## src/rtl/axis_packet_arbiter.sv

```systemverilog
`default_nettype none
// ============================================================================
// axis_packet_arbiter : round-robin AXI-Stream arbiter granting whole packets
// Revision 1.0
// ============================================================================
module axis_packet_arbiter #(
  parameter int AXIS_BYTES = 1,
  parameter int NUM_INPUTS = 2
) (
  input  logic                             clk,
  input  logic                             sresetn,
  output logic [NUM_INPUTS-1:0]            axis_i_tready,
  input  logic [NUM_INPUTS-1:0]            axis_i_tvalid,
  input  logic [NUM_INPUTS-1:0]            axis_i_tlast,
  input  logic [NUM_INPUTS*AXIS_BYTES-1:0] axis_i_tkeep,
  input  logic [NUM_INPUTS*AXIS_BYTES*8-1:0] axis_i_tdata,
  input  logic                             axis_o_tready,
  output logic                             axis_o_tvalid,
  output logic                             axis_o_tlast,
  output logic [AXIS_BYTES-1:0]            axis_o_tkeep,
  output logic [AXIS_BYTES*8-1:0]          axis_o_tdata,
  output logic                             grant_valid,
  output logic [$clog2(NUM_INPUTS)-1:0]    grant_idx
);

  localparam int DATA_W = AXIS_BYTES * 8;
  localparam int IDX_W  = $clog2(NUM_INPUTS);

  typedef enum logic [0:0] {
    IDLE   = 1'b0,
    LOCKED = 1'b1
  } state_t;

  state_t             state;
  state_t             state_nxt;
  logic [IDX_W-1:0]   grant_idx_nxt;
  logic [IDX_W-1:0]   winner;
  logic [IDX_W-1:0]   winner_hi;
  logic [IDX_W-1:0]   winner_lo;
  logic               found_hi;
  logic               sel_tvalid;
  logic               sel_tlast;
  logic [AXIS_BYTES-1:0] sel_tkeep;
  logic [DATA_W-1:0]  sel_tdata;

  // Round-robin search: the lowest requester above grant_idx wins, otherwise
  // wrap round to the lowest requester at or below it.
  always_comb begin
    winner_hi = '0;
    winner_lo = '0;
    found_hi  = 1'b0;
    for (int i = NUM_INPUTS - 1; i >= 0; i--) begin
      if (axis_i_tvalid[i]) begin
        if (IDX_W'(i) > grant_idx) begin
          found_hi  = 1'b1;
          winner_hi = IDX_W'(i);
        end else begin
          winner_lo = IDX_W'(i);
        end
      end
    end
  end

  assign winner = found_hi ? winner_hi : winner_lo;

  // Selected-input mux; also drives the output fields while idle.
  always_comb begin
    sel_tvalid = 1'b0;
    sel_tlast  = 1'b0;
    sel_tkeep  = '0;
    sel_tdata  = '0;
    for (int i = 0; i < NUM_INPUTS; i++) begin
      if (grant_idx == IDX_W'(i)) begin
        sel_tvalid = axis_i_tvalid[i];
        sel_tlast  = axis_i_tlast[i];
        sel_tkeep  = axis_i_tkeep[i*AXIS_BYTES +: AXIS_BYTES];
        sel_tdata  = axis_i_tdata[i*DATA_W +: DATA_W];
      end
    end
  end

  assign grant_valid   = (state == LOCKED);
  assign axis_o_tvalid = grant_valid && sel_tvalid;
  assign axis_o_tlast  = sel_tlast;
  assign axis_o_tkeep  = sel_tkeep;
  assign axis_o_tdata  = sel_tdata;

  always_comb begin
    axis_i_tready = '0;
    for (int i = 0; i < NUM_INPUTS; i++) begin
      if (grant_valid && (grant_idx == IDX_W'(i))) begin
        axis_i_tready[i] = axis_o_tready;
      end
    end
  end

  // Release only on the tlast handshake; a new grant always waits one cycle.
  always_comb begin
    state_nxt     = state;
    grant_idx_nxt = grant_idx;
    case (state)
      IDLE: begin
        if (|axis_i_tvalid) begin
          state_nxt     = LOCKED;
          grant_idx_nxt = winner;
        end
      end
      LOCKED: begin
        if (axis_o_tvalid && axis_o_tready && axis_o_tlast) begin
          state_nxt = IDLE;
        end
      end
      default: state_nxt = IDLE;
    endcase
  end

  // Reset index of NUM_INPUTS-1 makes input 0 the first in line.
  always_ff @(posedge clk) begin
    if (!sresetn) begin
      state     <= IDLE;
      grant_idx <= IDX_W'(NUM_INPUTS - 1);
    end else begin
      state     <= state_nxt;
      grant_idx <= grant_idx_nxt;
    end
  end

endmodule
`default_nettype wire

```

## config.mk

```make
export PLATFORM = sky130hd
export DESIGN_NAME = axis_packet_arbiter
export DESIGN_NICKNAME = d
export VERILOG_FILES = /design/src/rtl/axis_packet_arbiter.sv
export SDC_FILE = /design/constraint.sdc
export NUM_CORES = 1
export LEC_CHECK = 0
export CAP_MARGIN = 20
export CORE_AREA = 2 2 39 41
export CTS_BUF_LIST = sky130_fd_sc_hd__clkbuf_8
export CTS_CLUSTER_DIAMETER = 60
export CTS_CLUSTER_SIZE = 25
export DETAILED_ROUTE_END_ITERATION = 12
export DIE_AREA = 0 0 41 43
export GPL_TIMING_DRIVEN = 0
export PLACE_DENSITY = 0.7
export SYNTH_ARGS = -nofsm -noshare
export SYNTH_HDL_FRONTEND = slang
export SYNTH_SLANG_ARGS = --single-unit
```

## constraint.sdc

```tcl
create_clock -name clk -period 1.8 [get_ports clk]
set_clock_uncertainty 0.1 [all_clocks]
set_input_delay 0.54 -clock clk [delete_from_list [all_inputs] [get_ports clk]]
set_output_delay 0.54 -clock clk [all_outputs]
set_load 0.02 [all_outputs]
```

-- Yosys cells after proc, flatten, opt, wreduce, memory -nomap -nowiden
Cells that the tools add are included.
- register bits after elaboration: 2
- word-level logic and storage cells: 33
- reduce and logical (&&, ||, !) cells: 7
- bitwise gates (word level): 2
- $lt $le $gt $ge: 2
- muxes and demuxes: 20
- operators with widths (cell ; number):
    two-way mux 1 bit ; 18
    two-way mux 8 bit ; 1
    logical AND 1 bit ; 5
    > comparator 1 bit, first input constant ; 2
    NOT 1 bit ; 2
    case mux 1 bit (2 select lines) ; 1
    AND reduction 2 bit ; 1
    OR reduction 2 bit ; 1

-- Longest topological paths before layout
Gate-level depths: netlist of run 1.
- depth in word-level cells: 6
- mapped depth: 3
- depth with buffers taken out: 2

-- Least setup slack after synthesis of run 1
No wires, ideal clock.
- kind: register to output
- from: reg grant_idx
- to: out axis_o_tdata[0]
- cell stages (with the launch flop): 3
- arrival time: 1.109 ns
- path slack: 0.051 ns
- path through: dfxtp_1 > buf_6 > mux2_2
- longest elaborated chain between the ends: 1
- ends and longest elaborated chain (what ; RTL line ; text):
    start, declared ; 23 ; output logic [$clog2(NUM_INPUTS)-1:0] grant_idx
    start signal, assigned ; 121 ; grant_idx <= IDX_W'(NUM_INPUTS - 1);
    start signal, assigned ; 124 ; grant_idx <= grant_idx_nxt;
    two-way mux 8 bit ; 73 ; if (grant_idx == IDX_W'(i)) begin
    end, declared ; 21 ; output logic [AXIS_BYTES*8-1:0] axis_o_tdata,
No other way between the ends.

-- Worst setup path in the final report of run 1
- from: reg grant_idx
- to: out axis_o_tdata[2]
Same word-level chain as after synthesis.

==> results.txt, run 1 <==
number of diodes: 0
CTS tree: done
Final ANT Viol Nets: 0
Synth area leader: mux2_2
clock sink count: 2
FF+latch count, synth: 2
dpl ws: -0.797 ns
Pwr Total: 0.484 mW
min-delay worst type: reg -> reg
outcome: finished, violations left
Worst Hold Depth: 1
Die Footprint: 0.00176 mm2
clk_lat worst skew: 0.21 ns
top cells by area, synth: mux2_2 41%, dfxtp_1 16%, mux2_4 12%
pin slew with the least headroom to its limit: 0.251 ns
Area Overhead vs Synth: 232%
PortBufs: 39
hpwl dp: 810 um
first-pass GRT wire length: 1660 um
critical hold path startpoint: grant_valid
WP data arrival: 1.28 ns
clk root buf: clkbuf_8
Avg Cell Area, Syn: 10.9 um2
H-Tree Depth: 1
initial antenna violation count: 0
Max IR drop VDD: 0.386 mV
placed cell count: 78
largest net degree at the start of global routing: 9
period utilization: 106%
vias in the first global route: 374
Post-Layout Cell Count: 89
Setup crit end kind: primary output
clock network fraction of total power: 36.9%
commonest non-fill, non-tap cell in the layout: dlygate4sd2_1
vias post-DR: 386
Pre-Repair DR Iteration Count: 2
Chip Height: 43 um
Die Span X: 41 um
Gate power share: 51.0%
CORE AREA: 0.00138 mm2
fin util: 59.9%
Synth Warn #: 0
Synth top area share: 40.5%
syn_nets: 48
Adder-Cell Fraction of Synth Area: 0%
Final nets: 100
Final setup viols: 10
residual DRC count: 0
critical path startpoint: grant_idx
mux cell area share after synthesis: 52.5%
Post-Synthesis Cell Area: 250 um2
max_slew headroom: 83.1%
switching power total: 0.136 mW
flop2flop setup slack: 0.53 ns
global route overflow: 0
violated checks: setup timing
Hold Fails Final Rpt: 0
kind of critical path: reg -> out
Pwr per Cell Area: 583 mW/mm2
Cells after Synth: 23
simple-gate portion of the synthesized area: 12.5%
FP Rows: 14
sequential share of power: 12.1%
RSZ-0062 raised after global routing: true
Seq/Total Area, Yosys: 16.0%
I/O Pins: 40
WHS Endpoint: grant_valid
R2R cell count: 4
Initial DRC Count: 2
Reg area: 43.8 um2
Pins Over Slew Limit: 0
Switching Share: 28.2%
Synth Area in Compound Gates: 13.0%
crit path time final: 1.92 ns
post-DR vias/cell: 4.34
largest family of logic cells by synthesized area: multiplexers
leading cell types in the layout, fill and taps excluded: 19 x dlygate4sd2_1, 14 x buf_6, 11 x mux2_4, 5 x buf_4, 4 x clkdlybuf4s15_1
worst flop-to-flop path endpoint: grant_valid
setup ws final: -0.117 ns
LEAKAGE: 0.436 nW
worst-case clock buffer depth: 2
Worst Path Required: 1.16 ns
wire length per cell: 12.7 um
critical path startpoint category: register
reg-to-reg startpoint: grant_idx
gr usage total: 14.5%
fillcell total: 129
drt total wl: 1130 um
Post-Synth XOR/XNOR Area: 0%
crit path max fanout: 6
ratio of cells with drive above 1 in the final layout: 58.9%
distinct cell type count after synthesis: 12
# hold bufs at CTS: 0
cell-internal power: 0.348 mW
RD Place Congestion: 0.577
Initial Util: 18.1%
Worst-path clk slew: 0.03 ns
CTS Buf Count: 3
area occupied by multi-input gates: 236 um2
max-cap violations: 0
Max Freq: 0.522 GHz
## per-stage QoR
stage                     hold WS (ns)  TNS [ns]  instance area [um2]
after floorplan                  0.486         0                  250
after global placement           0.440     -7.77                  661
after detailed placement         0.453     -7.88                  661
after CTS                        0.461    -0.863                  812
after global routing             0.489     -1.08                  830
final                            0.458    -0.767                  830
## how the worst max path moves through the flow
stage / slack [ns] / endpoint / depth (start not counted)
CTS: -0.14 / axis_o_tdata[2] / 4
finish: -0.12 / axis_o_tdata[2] / 4
detailed placement: -0.80 / axis_o_tvalid / 4
global route: -0.15 / axis_o_tdata[2] / 4
global placement: -0.78 / axis_o_tvalid / 4
floorplan: 0.05 / axis_o_tdata[0] / 2
## synth_stat cells, drive strengths merged
library cell / number
dfxtp: 2
and3: 2
o221ai: 1
buf: 1
nor2b: 1
o31ai: 1
and2: 1
inv: 1
a41oi: 1
nand2b: 1
mux2: 11
## power groups by stage
stage / combinational (mW) / clock, mW / sequential, mW
after floorplan: 0.0837 / 0 / 0.0600
after global placement: 0.199 / 0 / 0.0568
after detailed placement: 0.201 / 0 / 0.0570
after CTS: 0.242 / 0.183 / 0.0583
after global routing: 0.261 / 0.185 / 0.0596
final: 0.247 / 0.179 / 0.0585
## layout make-up
type,instances,share of cell area (%)
Tap cell,16,2.41
Multi-Input combinational cell,19,28.5
Clock buffer,3,4.98
Inverter,1,0.452
Sequential cell,2,5.28
Buffer,1,1.81
Timing Repair Buffer,47,56.6
## metal layers
layer | vias to the layer above | global-route usage [%] | wire length [um]
met5 | - | 0 | 0
met4 | 0 | 9.33 | 23
met3 | 4 | 5.76 | 70
met2 | 15 | 21.3 | 596
met1 | 177 | 16.6 | 439
li1 | 190 | - | -
## flip-flops by register name (all words and copies together), names as in the netlist
signal	flops
grant_idx	1
grant_valid	1
## cells by family (layout without fill, tap and decap cells)
group           count (synthesis)  in the layout
compound gates                  3              3
buf+inv                         2             52
flops                           2              2
mux                            11             11
simple gates                    5              5
## what timing repair did
action / CTS / global route
buffers inserted: 5 / 2
endpoints found under the setup margin: 15 / 13
gates resized for setup: 122 / 6
cloned: 1 / 0
## critical path: stages, from the launching register on
cell and delay, ns:
dfxtp_4 0.40, buf_12 0.12, buf_8 0.11, mux2_4 0.30
buf_6 0.13
Power figures use the tool's default switching activity.
==> inputs of run 2 (changes only) <==
Settings changed: TNS_END_PERCENT set to 10.
==> run 2 against run 1 <==
Net effect: the run still ends with setup timing left; via count down 4.7%; clock-buffer cell count unchanged; non-clock buffer count decreased by 6; critical path depth shrank 1; largest power group unchanged; cell count is 6.7% lower; register-to-register slack improved by 0.08 ns; maximum frequency increased by 4.5%; sequential share of layout area increased by 0.33 points; design area down 5.9%; critical path type unchanged; worst hold slack is essentially flat; sequential power down 2%.
==> results.txt, run 2 (synthesis results as in run 1) <==
period utilization: 102% (was 106%)
fin util: 56.4% (was 59.9%)
critical path startpoint category: register (unchanged)
post-DR vias/cell: 4.43 (was 4.34)
critical hold path startpoint: grant_valid (unchanged)
Post-Layout Cell Count: 83 (was 89)
Pwr Total: 0.455 mW (was 0.484 mW)
global route overflow: 0 (unchanged)
CP max stage delay: 0.39 ns (was 0.40 ns)
initial antenna violation count: 0 (unchanged)
Die Footprint: 0.00176 mm2 (unchanged)
setup ws final: -0.0336 ns (was -0.117 ns)
H-Tree Depth: 1 (unchanged)
CP bufs+invs: 2 (was 3)
Pwr per Cell Area: 582 mW/mm2 (was 583 mW/mm2)
clock sink count: 2 (unchanged)
Initial DRC Count: 1 (was 2)
LEAKAGE: 0.464 nW (was 0.436 nW)
WP data arrival: 1.19 ns (was 1.28 ns)
FP Rows: 14 (unchanged)
reg-to-reg startpoint: grant_idx (unchanged)
final instance area: 781 um2 (was 830 um2)
Max Freq: 0.545 GHz (was 0.522 GHz)
Die Span X: 41 um (unchanged)
Worst Path Required: 1.16 ns (about the same)
RD Place Congestion: 0.577 (unchanged)
Initial Util: 18.1% (unchanged)
vias post-DR: 368 (was 386)
violated checks: setup timing (unchanged)
hpwl dp: 810 um (unchanged)
Pre-Repair DR Iteration Count: 4 (was 2)
crit path time final: 1.83 ns (was 1.92 ns)
largest net degree at the start of global routing: 11 (was 9)
drt total wl: 1080 um (was 1130 um)
max_slew headroom: 82.2% (was 83.1%)
CP max stage cell: dfxtp_4 (unchanged)
Max IR drop VDD: 0.478 mV (was 0.386 mV)
first-pass GRT wire length: 1610 um (was 1660 um)
CP Cell Sequence: buf_12, mux2_4, buf_6 (was buf_12, buf_8, mux2_4, buf_6)
Pins Over Slew Limit: 0 (unchanged)
Hold Fails Final Rpt: 0 (unchanged)
max-cap violations: 0 (unchanged)
CTS tree: done (unchanged)
number of diodes: 0 (unchanged)
crit path max fanout: 10 (was 6)
pin slew with the least headroom to its limit: 0.264 ns (was 0.251 ns)
Area Overhead vs Synth: 212% (was 232%)
CTS Buf Count: 3 (unchanged)
Post-DP Area: 661 um2 (unchanged)
ratio of cells with drive above 1 in the final layout: 52.2% (was 58.9%)
CORE AREA: 0.00138 mm2 (unchanged)
dpl ws: -0.797 ns (unchanged)
clk_lat worst skew: 0.21 ns (about the same)
leading cell types in the layout, fill and taps excluded: 13 x dlygate4sd2_1, 13 x buf_6, 11 x mux2_4, 8 x dlymetal6s2s_1, 4 x buf_4 (was 19 x dlygate4sd2_1, 14 x buf_6, 11 x mux2_4, 5 x buf_4, 4 x clkdlybuf4s15_1)
Setup crit end kind: primary output (unchanged)
RSZ-0062 raised after global routing: true (unchanged)
Final setup viols: 9 (was 10)
PortBufs: 39 (unchanged)
kind of critical path: reg -> out (unchanged)
min-delay worst type: reg -> reg (unchanged)
critical path's top delay family: flip-flops (unchanged)
wire length per cell: 13.0 um (was 12.7 um)
worst-case clock buffer depth: 2 (unchanged)
critical path startpoint: grant_idx (unchanged)
I/O Pins: 40 (unchanged)
outcome: finished, violations left (unchanged)
residual DRC count: 0 (unchanged)
clk root buf: clkbuf_8 (unchanged)
Final ANT Viol Nets: 0 (unchanged)
Chip Height: 43 um (unchanged)
placed cell count: 78 (unchanged)
vias in the first global route: 373 (was 374)
Final nets: 94 (was 100)
Worst-path clk slew: 0.03 ns (about the same)
gr usage total: 14.3% (was 14.5%)
[run 2: worst paths after layout]
kind	slack [ns]	endpoint	cells past startpoint
max	-0.03	axis_o_tdata[0]	3
min	0.46	grant_valid	1
max reg2reg	0.61	grant_valid	3
min reg2reg	0.46	grant_valid	1
[run 2: per-layer routing]
layer  share of wire [%]  routed length (um)  track usage, %  vias up
met2                  55                 591            23.8       17
met1                  35                 380            14.3      168
met4                 2.5                  27            8.00        0
met5                   0                   0               0        -
li1                    -                   -               -      179
met3                 7.0                  75            5.24        4
[run 2: layout make-up]
class / instances / area, um2
inverter: 1 / 3.75
sequential: 2 / 43.8
buffer: 1 / 20.0
fill: 137 / 603
multi-input combinational: 19 / 231
tap: 16 / 20.0
timing repair buffer: 41 / 420
clock buffer: 3 / 41.3
[run 2: what timing repair did]
item	in CTS	in global routing
buffers inserted	2	0
endpoints found under the setup margin	15	10
hold buffers	0	0
gates resized for setup	112	13
[run 2: where the power goes]
part	switching, mW	internal (mW)
logic	0.0830	0.137
registers	0.00891	0.0486
clock network	0.0361	0.141
total	0.128	0.327
[run 2: through the flow]
step	setup TNS [ns]	hold slack [ns]
after floorplan	0	0.486
after global placement	-7.77	0.440
after detailed placement	-7.88	0.453
after CTS	-0.936	0.461
after global routing	-0.575	0.501
final	-0.272	0.458
==> inputs of run 3 (changes only) <==
Settings changed: ABC_CLOCK_PERIOD_IN_PS set to 1800, CTS_BUF_LIST sky130_fd_sc_hd__clkbuf_8 to not set.
==> run 3 against run 2 <==
Net effect: the run still ends with setup timing left; largest cell class unchanged; power down 17%; maximum frequency down 0.86%; sequential share of layout area increased by 0.23 points; first-iteration DRC count grew to 5.0 times the previous value; non-clock buffer count unchanged; global-route usage up 0.10 points; flip-flop and latch count unchanged; sequential power is essentially flat; critical path depth is the same; register-to-register slack barely moved; clock-buffer cell count unchanged.
==> results.txt, run 3 (synthesis results as in run 1) <==
Final nets: 94 (unchanged)
H-Tree Depth: 1 (unchanged)
vias post-DR: 364 (was 368)
flop2flop setup slack: 0.61 ns (about the same)
number of diodes: 0 (unchanged)
Die Footprint: 0.00176 mm2 (unchanged)
final instance area: 749 um2 (was 781 um2)
largest net degree at the start of global routing: 11 (unchanged)
clock sink count: 2 (unchanged)
min-delay worst type: reg -> reg (unchanged)
violated checks: setup timing (unchanged)
kind of critical path: reg -> out (unchanged)
gr usage total: 14.4% (was 14.3%)
total negative slack: -0.421 ns (was -0.272 ns)
I/O Pins: 40 (unchanged)
RD Place Congestion: 0.577 (unchanged)
WP data arrival: 1.21 ns (was 1.19 ns)
first-pass GRT wire length: 1660 um (was 1610 um)
Hold Fails Final Rpt: 0 (unchanged)
Pins Over Slew Limit: 0 (unchanged)
Area Overhead vs Synth: 200% (was 212%)
worst-case clock buffer depth: 2 (unchanged)
drt total wl: 1070 um (was 1080 um)
Final ANT Viol Nets: 0 (unchanged)
area occupied by multi-input gates: 231 um2 (unchanged)
FP Rows: 14 (unchanged)
critical path startpoint category: register (unchanged)
ratio of cells with drive above 1 in the final layout: 52.2% (unchanged)
PortBufs: 39 (unchanged)
leading cell types in the layout, fill and taps excluded: 13 x dlygate4sd2_1, 11 x mux2_4, 11 x buf_6, 8 x dlymetal6s2s_1, 4 x buf_4 (was 13 x dlygate4sd2_1, 13 x buf_6, 11 x mux2_4, 8 x dlymetal6s2s_1, 4 x buf_4)
Post-Layout Cell Count: 83 (unchanged)
Reg area: 43.8 um2 (unchanged)
setup ws final: -0.0494 ns (was -0.0336 ns)
post-DR vias/cell: 4.39 (was 4.43)
crit path time final: 1.85 ns (was 1.83 ns)
CTS Buf Count: 3 (unchanged)
Worst-path clk slew: 0.03 ns (about the same)
Initial DRC Count: 5 (was 1)
fillcell total: 140 (was 137)
LEAKAGE: 0.452 nW (was 0.464 nW)
residual DRC count: 0 (unchanged)
Final setup viols: 9 (unchanged)
fin util: 54.2% (was 56.4%)
wire length per cell: 12.9 um (was 13.0 um)
max_slew headroom: 82.1% (was 82.2%)
Setup crit end kind: primary output (unchanged)
Pwr per Cell Area: 501 mW/mm2 (was 582 mW/mm2)
Initial Util: 18.1% (unchanged)
commonest non-fill, non-tap cell in the layout: dlygate4sd2_1
placed cell count: 78 (unchanged)
CTS tree: done (unchanged)
Pre-Repair DR Iteration Count: 2 (was 4)
initial antenna violation count: 0 (unchanged)
Max Freq: 0.541 GHz (was 0.545 GHz)
max-cap violations: 0 (unchanged)
outcome: finished, violations left (unchanged)
hpwl dp: 810 um (unchanged)
pin slew with the least headroom to its limit: 0.266 ns (was 0.264 ns)
period utilization: 103% (was 102%)
clk_lat worst skew: 0.22 ns (was 0.21 ns)
global route overflow: 0 (unchanged)
clk root buf: clkbuf_4 (was clkbuf_8)
Post-DP Area: 661 um2 (unchanged)
dpl ws: -0.797 ns (unchanged)
CORE AREA: 0.00138 mm2 (unchanged)
Chip Height: 43 um (unchanged)
Die Span X: 41 um (unchanged)
Max IR drop VDD: 0.223 mV (was 0.478 mV)
RSZ-0062 raised after global routing: true (unchanged)
vias in the first global route: 390 (was 373)
crit path max fanout: 10 (unchanged)
Worst Path Required: 1.16 ns (about the same)
==> run 3: cell counts in the layout (fill, tap and decap cells not counted) <==
No cell type changed its count.
==> run 3: per-stage QoR <==
step / power, mW / hold WS, ns
4_1_cts: 0.377 / 0.462
5_1_grt: 0.401 / 0.503
3_5_place_dp: 0.258 / 0.453
6_report: 0.376 / 0.459
3_3_place_gp: 0.255 / 0.440
2_1_floorplan: 0.144 / 0.486
==> run 3: area by class of cell <==
cell class,instances,share of cell area [%]
multi-input cells,19,30.9
clock buffers,3,3.01
well taps,16,2.67
repair buffers,41,54.4
plain buffers,1,2.67
flip-flops and latches,2,5.84
inverters,1,0.501
==> run 3: what timing repair did <==
action | 4_1_cts | 5_1_grt
gates resized for setup | 110 | 13
hold buffers | 0 | 0
gates cloned | 0 | 0
endpoints found under the setup margin | 15 | 11
setup buffers | 2 | 0
hold endpoints to repair | 0 | 0
==> run 3: per-layer routing <==
metal  up-vias  track usage (%)  part of all wire (%)
li1        180                -                     -
met1       171             14.3                    37
met2        13             24.1                    57
met3         0             5.24                   6.1
met4         0             8.00                     0
met5         -                0                     0
==> run 3: worst paths after layout <==
path / from / end / depth (start not counted)
hold / removal: grant_valid / grant_valid / 1
setup reg to reg: grant_idx / grant_valid / 3
hold reg to reg: grant_valid / grant_valid / 1
setup / recovery: grant_idx / axis_o_tdata[0] / 3
==> run 3: worst max-delay path: stages (launching register included) <==
cell	delay, ns
dfxtp_4	0.39
buf_12	0.15
mux2_4	0.31
buf_6	0.13
==> run 3: power breakdown <==
part | internal, mW | switching (mW) | total (mW) | leakage [nW]
Combinational | 0.134 | 0.0835 | 0.217 | 0.422
Sequential | 0.0486 | 0.00892 | 0.0575 | 0.0168
Clock | 0.0737 | 0.0271 | 0.101 | 0.0138
